### config.mk
export PLATFORM = sky130hd
export DESIGN_NAME = sc_backg_row_reader
export DESIGN_NICKNAME = d
export VERILOG_FILES = /design/src/rtl/sc_backg_row_reader.sv
export SDC_FILE = /design/constraint.sdc
export NUM_CORES = 1
export LEC_CHECK = 0
export BUFFER_PORTS_ARGS = -buffer_cell sky130_fd_sc_hd__buf_2
export CAP_MARGIN = 20
export CORE_MARGIN = 5
export CORE_UTILIZATION = 30
export CTS_CLUSTER_SIZE = 12
export DETAILED_ROUTE_END_ITERATION = 8
export GPL_TIMING_DRIVEN = 0
export HOLD_SLACK_MARGIN = 0.05
export SLEW_MARGIN = 20
export SYNTH_ARGS = -nofsm -noshare
export SYNTH_HDL_FRONTEND = slang
export SYNTH_SLANG_ARGS = --single-unit
### constraint.sdc
create_clock -name SC_RegBACKGTYPE_14_CLOCK_50 -period 3.1 [get_ports SC_RegBACKGTYPE_14_CLOCK_50]
set_clock_uncertainty 0.15 [all_clocks]
set_input_delay 0.31 -clock SC_RegBACKGTYPE_14_CLOCK_50 [delete_from_list [all_inputs] [get_ports SC_RegBACKGTYPE_14_CLOCK_50]]
set_output_delay 0.31 -clock SC_RegBACKGTYPE_14_CLOCK_50 [all_outputs]
set_load 0.05 [all_outputs]
### src/rtl/sc_backg_row_reader.sv
// sc_backg_row_reader
// Scans the background-type row register bank in address order, fetches each
// row word through a registered read port and serializes it to the LED-matrix
// driver. Each row is shifted out bit by bit with a divided shift clock and
// then latched. frame_done_Out pulses once the last row has been latched.
//
// Build option:
//   SC_BACKGREADER_LSBFIRST_EN - when defined, bits go out LSB first;
//                                otherwise MSB first. Timing is identical.
//
// Ports:
//   SC_RegBACKGTYPE_14_CLOCK_50      system clock, rising edge
//   SC_RegBACKGTYPE_14_RESET_InHigh  async reset, active high
//   enable_In                        scanning runs while high
//   row_data_InBUS                   registered read data from the row bank
//   row_addr_OutBUS                  read address into the row bank
//   ser_data_Out                     serial data
//   ser_clk_Out                      serial clock (driver samples on rise)
//   ser_latch_Out                    latch strobe, active high
//   row_sel_OutBUS                   row currently displayed (updates at latch)
//   frame_done_Out                   one-cycle pulse in the NEXT state of the last row
//   busy_Out                         high whenever the FSM is not IDLE
//
// Every output is a flop. The flops are loaded from the next-state decode, so
// each output level lines up exactly with the state the FSM occupies.
module sc_backg_row_reader #(
  parameter int RegBACKGTYPE_DATAWIDTH = 8,
  parameter int NUM_ROWS               = 16,
  parameter int ROWADDR_WIDTH          = 4,
  parameter int CLKDIV                 = 4
) (
  input  logic                              SC_RegBACKGTYPE_14_CLOCK_50,
  input  logic                              SC_RegBACKGTYPE_14_RESET_InHigh,
  input  logic                              enable_In,
  input  logic [RegBACKGTYPE_DATAWIDTH-1:0] row_data_InBUS,
  output logic [ROWADDR_WIDTH-1:0]          row_addr_OutBUS,
  output logic                              ser_data_Out,
  output logic                              ser_clk_Out,
  output logic                              ser_latch_Out,
  output logic [ROWADDR_WIDTH-1:0]          row_sel_OutBUS,
  output logic                              frame_done_Out,
  output logic                              busy_Out
);

  localparam int DW   = RegBACKGTYPE_DATAWIDTH;
  localparam int DIVW = (CLKDIV > 1) ? $clog2(CLKDIV) : 1;
  localparam int BITW = (DW > 1) ? $clog2(DW) : 1;

  localparam logic [ROWADDR_WIDTH-1:0] LAST_ROW = ROWADDR_WIDTH'(NUM_ROWS - 1);
  localparam logic [DIVW-1:0]          DIV_LAST = DIVW'(CLKDIV - 1);
  localparam logic [BITW-1:0]          BIT_LAST = BITW'(DW - 1);

  typedef enum logic [2:0] {
    IDLE, FETCH, LOAD, SHIFT_LO, SHIFT_HI, LATCH, NEXT
  } state_t;

  state_t                   state, stateNext;
  logic [DW-1:0]            shiftReg, shiftRegNext;
  logic [DIVW-1:0]          divCnt, divCntNext;
  logic [BITW-1:0]          bitCnt, bitCntNext;
  logic [ROWADDR_WIDTH-1:0] rowAddrNext;
  logic                     serDataNext;
  logic                     curBitNext;
  logic [DW-1:0]            shiftedReg;

  // The bit on the wire is always taken from the end of the register that
  // leaves first; shifting moves the following bit into that position.
`ifdef SC_BACKGREADER_LSBFIRST_EN
  assign shiftedReg = {1'b0, shiftReg[DW-1:1]};
  assign curBitNext = shiftRegNext[0];
`else
  assign shiftedReg = {shiftReg[DW-2:0], 1'b0};
  assign curBitNext = shiftRegNext[DW-1];
`endif

  always_comb begin
    stateNext    = state;
    shiftRegNext = shiftReg;
    divCntNext   = divCnt;
    bitCntNext   = bitCnt;
    rowAddrNext  = row_addr_OutBUS;
    case (state)
      IDLE: begin
        if (enable_In) stateNext = FETCH;
      end
      // Address is already on the bus; the bank needs this cycle to register it.
      FETCH: stateNext = LOAD;
      LOAD: begin
        shiftRegNext = row_data_InBUS;
        bitCntNext   = '0;
        divCntNext   = '0;
        stateNext    = SHIFT_LO;
      end
      SHIFT_LO: begin
        if (divCnt == DIV_LAST) begin
          divCntNext = '0;
          stateNext  = SHIFT_HI;
        end else begin
          divCntNext = divCnt + 1'b1;
        end
      end
      SHIFT_HI: begin
        if (divCnt == DIV_LAST) begin
          divCntNext   = '0;
          shiftRegNext = shiftedReg;
          bitCntNext   = bitCnt + 1'b1;
          stateNext    = (bitCnt == BIT_LAST) ? LATCH : SHIFT_LO;
        end else begin
          divCntNext = divCnt + 1'b1;
        end
      end
      LATCH: begin
        if (divCnt == DIV_LAST) begin
          divCntNext = '0;
          stateNext  = NEXT;
        end else begin
          divCntNext = divCnt + 1'b1;
        end
      end
      NEXT: begin
        // Wrap at NUM_ROWS, which need not be a power of two.
        rowAddrNext = (row_addr_OutBUS == LAST_ROW) ? '0 : row_addr_OutBUS + 1'b1;
        stateNext   = enable_In ? FETCH : IDLE;
      end
      default: stateNext = IDLE;
    endcase
  end

  // Data changes only on entry to SHIFT_LO and is held through SHIFT_HI, which
  // gives CLKDIV cycles of setup and hold around every rising shift clock.
  always_comb begin
    serDataNext = 1'b0;
    if (stateNext == SHIFT_LO)      serDataNext = curBitNext;
    else if (stateNext == SHIFT_HI) serDataNext = ser_data_Out;
  end

  always_ff @(posedge SC_RegBACKGTYPE_14_CLOCK_50 or posedge SC_RegBACKGTYPE_14_RESET_InHigh) begin
    if (SC_RegBACKGTYPE_14_RESET_InHigh) begin
      state           <= IDLE;
      shiftReg        <= '0;
      divCnt          <= '0;
      bitCnt          <= '0;
      row_addr_OutBUS <= '0;
      row_sel_OutBUS  <= '0;
      ser_data_Out    <= 1'b0;
      ser_clk_Out     <= 1'b0;
      ser_latch_Out   <= 1'b0;
      frame_done_Out  <= 1'b0;
      busy_Out        <= 1'b0;
    end else begin
      state           <= stateNext;
      shiftReg        <= shiftRegNext;
      divCnt          <= divCntNext;
      bitCnt          <= bitCntNext;
      row_addr_OutBUS <= rowAddrNext;
      ser_data_Out    <= serDataNext;
      ser_clk_Out     <= (stateNext == SHIFT_HI);
      ser_latch_Out   <= (stateNext == LATCH);
      busy_Out        <= (stateNext != IDLE);
      // High for exactly the NEXT cycle that closes the last row.
      frame_done_Out  <= (stateNext == NEXT) && (row_addr_OutBUS == LAST_ROW);
      if (stateNext == LATCH && state != LATCH)
        row_sel_OutBUS <= row_addr_OutBUS;
    end
  end

endmodule

After elaboration in Yosys (flattened, before gate mapping) --
Index checks and enable logic that the tools add are counted.
Storage, ports and cells: register bits after elaboration 29
Cells by class: add/sub/neg operators 3, equal/unequal tests 16, muxes and demuxes 16, reductions and logical operators 8
Operators with widths (number):
- 3-bit == test, second input constant | 7
- 3-bit case mux with 7 select lines | 1
- 3-bit 2-to-1 mux | 6
- 8-bit case mux with 2 select lines | 1
- 3-bit by 2-bit == test with 1-bit output, second input constant | 3
- 8-bit 2-to-1 mux | 1
- 3-bit case mux with 2 select lines | 1
- 4-bit by 1-bit adder with 4-bit output, second input constant | 1
- 4-bit == test, second input constant | 1
- 4-bit 2-to-1 mux | 1
- 2-bit inequality test, second input constant | 2
- 2-bit case mux with 2 select lines | 1
- 2-bit nonzero test | 2
- 3-bit by 1-bit adder with 3-bit output, second input constant | 1
- 3-bit by 1-bit == test with 1-bit output, second input constant | 1
- 3-bit logical NOT | 1
- 1-bit 2-to-1 mux | 3
- 3-bit inequality test, second input constant | 1
- 3-bit nonzero test | 1
- 3-bit OR reduction | 1
- 2-bit by 1-bit adder with 2-bit output, second input constant | 1
- 2-bit == test, second input constant | 1
- 1-bit logical AND | 2
- 2-bit 2-to-1 mux | 1
- 2-bit AND reduction | 1

Logic depth before layout (Yosys ltp) --
depth after elaboration 7, mapped depth 7

Worst setup path before layout --
No wires, ideal clock.
kind register -> register, start reg divCnt[0], end reg row_sel_OutBUS[2], setup time 0.128 ns, arrival 1.767 ns, slack 1.056 ns, cell stages (with the launch flop) 7, path buffers 1, clock period less this slack 2.044 ns, path through dfrtp_1 ha_1 buf_2 or4b_4 o311ai_4 a311oi_4 mux2_1
Between the ends: word-level cells in the longest chain between the ends 5, elaborated cells between the ends (all ways) 7, classes of those cells eq/ne (2); mux (4); reduce/logical (1)
RTL lines:
- start: declaration | RTL line 59 | logic [DIVW-1:0] divCnt, divCntNext;
- start signal: assignment | RTL line 153 | divCnt <= divCntNext;
- 2-bit == test (*) | RTL line 95, 103, 113
- 3-bit 2-to-1 mux, on equally long branches | RTL line 113, 103, 95
- 3-bit case mux with 7 select lines (*) | RTL line 82 | case (state)
- 3-bit == test (*) | RTL line 162 | if (stateNext == LATCH && state != LATCH)
- 1-bit logical AND (*) | RTL line 162
- end signal: assignment | RTL line 163 | row_sel_OutBUS <= row_addr_OutBUS;
- end: declaration | RTL line 40 | output logic [ROWADDR_WIDTH-1:0] row_sel_OutBUS,
Mark *: on every way between the ends. The rest lies on a longest branch, timed or not. A chain may end at the register's enable or synchronous reset.

Worst setup path after layout --
start reg divCnt[0], end reg row_sel_OutBUS[0]
Same word-level chain as after synthesis.

==> flow_metrics.py <==
metrics = {
    "detailed_routing": {
        "drtAntennaViolNets": 0,
        "wl_mm": 3.13,
        "drtIter0Drc": 32,
        "vias": 1096,
        "drtPass1Iterations": 4,
        "via_per_inst": 4.87,
        "drc_errors": 0,
        "wl_per_cell_um": 13.9,
    },
    "pwr": {
        "pwr-share-clk_pct": 16.9,
        "p_comb_share_pct": 49.5,
        "swShare_pct": 44.0,
        "ir_drop_v": 0.000384,
        "switchingPower_uw": 787,
        "seq_power_share_pct": 33.6,
        "p_int_mw": 1.00,
        "power.density_nw_per_um2": 1020,
        "p_leak_nw": 0.839,
    },
    "setup_path": {
        "r2r-start": "divCnt[0]",
        "worst_ep_required_time_ps": 3090,
        "cp_num_buf_inv": 1,
        "startpoint": "divCnt[0]",
        "r2r_cells": 6,
        "cp_top_family": "compound AO/OA/AOI/OAI gates",
        "crit_fanout": 9,
        "crit_path_max_incr_delay_ps": 430,
        "r2r_end": "row_sel_OutBUS[0]",
        "ff2ff_setup_slack_ps": 870,
        "crit_arrival_ps": 2220,
        "crit_path_end_kind": "register",
        "critical_path_class": "reg -> reg",
        "path_cells": "ha_1 > buf_2 > nand2_1 > a31oi_2 > a311oi_4 > mux2_1",
        "cp_slowest_cell": "dfrtp_1",
        "startpoint_type": "register",
    },
    "clock_tree": {
        "root_buffer": "clkbuf_8",
        "clk_latency_ps": 270,
        "clock_sinks": 29,
        "clk_path_buf_depth": 2,
        "htreeDepth": 2,
        "cts_tree": "built",
        "clkTransAtPathRegs_ps": 60,
        "cts_setup_buffers": 0,
        "numCtsBuffers": 5,
    },
    "global_route": {
        "grt_pass1_vias": 1200,
        "grt-ovfl-total": 0,
        "grt_max_degree": 30,
        "grt_antenna_before_repair": 0,
        "grt_pass1_wl_mm": 5.44,
        "grt_usage_pct": 10.9,
    },
    "synthesis": {
        "yosysMostFrequentCell": "dfrtp_1",
        "synth-xor-area-share_pct": 0.601,
        "ys_warn_count": 0,
        "yosys.area_share.simple_pct": 15.3,
        "synth-seq-area-share_pct": 49.8,
        "syn_inst": 127,
        "yosys.area.top_type": "dfrtp_1",
        "synth_adder_area_share_pct": 4.30,
        "avgSynthCellArea_um2": 11.5,
        "synth_mux_area_share_pct": 6.70,
        "synth_commonest_cells": "dfrtp_1 (29), nand2_1 (15), a32oi_1 (6), buf_2 (6), nor2_1 (6)",
        "synth_top_family_by_area": "compound AO/OA/AOI/OAI gates",
        "synth_edf_count": 0,
        "synth_top_flop_cell": "dfrtp_1",
        "synth_area_leaders": "dfrtp_1 (50%), ha_1 (4.3%), nand2_1 (3.9%)",
        "syn_area_um2": 1460,
        "synth_cell_types": 41,
        "synth.top_cell.area_share_pct": 49.8,
        "async_flop_share_pct": 100,
        "synth_compound_area_share_pct": 18.0,
        "ys_ff_latch": 29,
        "synthesis.nets": 143,
    },
    "sta": {
        "fin_tns_setup_ps": 0,
        "fin_crit_ps": 2230,
        "maxSlewHeadroom_pct": 58.7,
        "finalCritPeriodShare_pct": 71.9,
        "fin_ws_ps": 872,
        "setup_viol_count_final": 0,
        "tightest_slew_ps": 619,
        "fmax_mhz": 449,
        "holdWs_ps": 97.5,
        "slew_viol_final": 0,
        "rsz0062_at_grt": "no",
        "hold_viol": 0,
    },
    "layout": {
        "synthToLayoutAreaGrowth_pct": 20.3,
        "drive_above_1_share_pct": 30.4,
        "multi_input_area_um2": 654,
        "n_antenna_cell": 0,
        "seq_area_um2": 726,
        "finalNetCount": 174,
        "fill_cells": 461,
        "layout.cells.non_filler": 225,
    },
    "die": {
        "ios": 24,
        "core_region_area_um2": 4720,
        "die-area_um2": 6350,
        "die-width_um": 79.7,
        "start_util_pct": 30.8,
        "rows": 25,
        "die_y_um": 79.7,
    },
    "hold_path": {
        "hold_start": "row_data_InBUS[6]",
        "hold_depth": 3,
        "hp-class": "in -> reg",
        "min_to": "shiftReg[6]",
    },
    "run": {
        "max-cap-violations": 0,
    },
    "placed_design": {
        "dp_hpwl_mm": 2.34,
        "place_inst": 217,
        "gp_congestion": 0.746,
        "portBuffers": 23,
        "place_ws_ps": 881,
    },
    "outcome": {
        "status": "complete, no violations",
    },
}
-- worst max-delay path by stage --
stage | depth (start not counted) | slack (ps) | to
final | 6 | 870 | row_sel_OutBUS[0]
after detailed placement | 6 | 880 | row_sel_OutBUS[0]
after global placement | 6 | 940 | row_sel_OutBUS[3]
after floorplan | 6 | 1060 | row_sel_OutBUS[2]
after global routing | 6 | 760 | row_sel_OutBUS[0]
after CTS | 6 | 860 | row_sel_OutBUS[0]
-- cell families (layout without fill, tap and decap cells) --
kind of cell / count (synthesis) / in the layout
and+or+nand+nor: 39 / 39
AOI/OAI and AO/OA: 30 / 30
DFF: 29 / 29
buffers and inverters: 14 / 45
muxes: 9 / 9
adders and majority gates: 5 / 5
xor gates and xnor gates: 1 / 1
-- area by class of cell --
cell class	count	area share (%)
multi-input cells	84	37.4
inverters	5	1.36
repair buffers	24	7.14
clock buffers	7	4.93
well taps	67	4.79
plain buffers	9	3.00
flip-flops and latches	29	41.4
-- power groups by stage --
stage	clock network (mW)	registers, mW	logic (mW)
floorplan	0	0.736	0.556
global placement	0	0.594	0.846
detailed placement	0	0.609	0.890
CTS	0.314	0.603	0.892
global route	0.331	0.621	0.974
finish	0.302	0.601	0.885
-- stage by stage --
stage	util [%]	cell area, µm²	power, mW
final	37.1	1750	1.79
after global routing	37.1	1750	1.93
after CTS	36.9	1740	1.81
after detailed placement	35.0	1660	1.50
after global placement	35.0	1660	1.44
after floorplan	-	1460	1.29
-- cells in the final DEF, fill, tap and decap left out, drive strengths merged, types with 2 or more instances in the layout --
cell type,n
a21oi,5
a221oi,3
a22o,2
a32oi,6
buf,31
clkbuf,8
dfrtp,29
ha,5
inv,5
mux2,6
mux2i,3
nand2,15
nand3,3
nand4,2
nor2,7
nor2b,3
o21ai,5
-- sequential cells by signal (all words and copies together), names as in the netlist, 2 cells and up --
signal and flops:
row_addr_OutBUS 4, row_sel_OutBUS 4, divCnt 2, shiftReg 8, bitCnt 3, state 3
-- worst register-to-register path, cell delays in order, from the launching register on --
cell and delay [ps]:
dfrtp_1 430, ha_1 210, buf_2 170, nand2_1 210, a31oi_2 180, a311oi_4 380, mux2_1 370
-- metal layers --
| metal | up-vias | global-route usage (%) | part of all wire [%] |
|---|---|---|---|
| met5 | - | 0 | 0 |
| met4 | 0 | 4.30 | 0.86 |
| met3 | 4 | 4.06 | 7.1 |
| met2 | 31 | 18.5 | 51 |
| met1 | 537 | 12.4 | 41 |
| li1 | 524 | - | - |
-- repair_timing --
action	CTS	global route
gates resized for setup	0	0
endpoints found under the hold margin	0	29
hold buffers	0	1
Power figures use the tool's default switching activity.
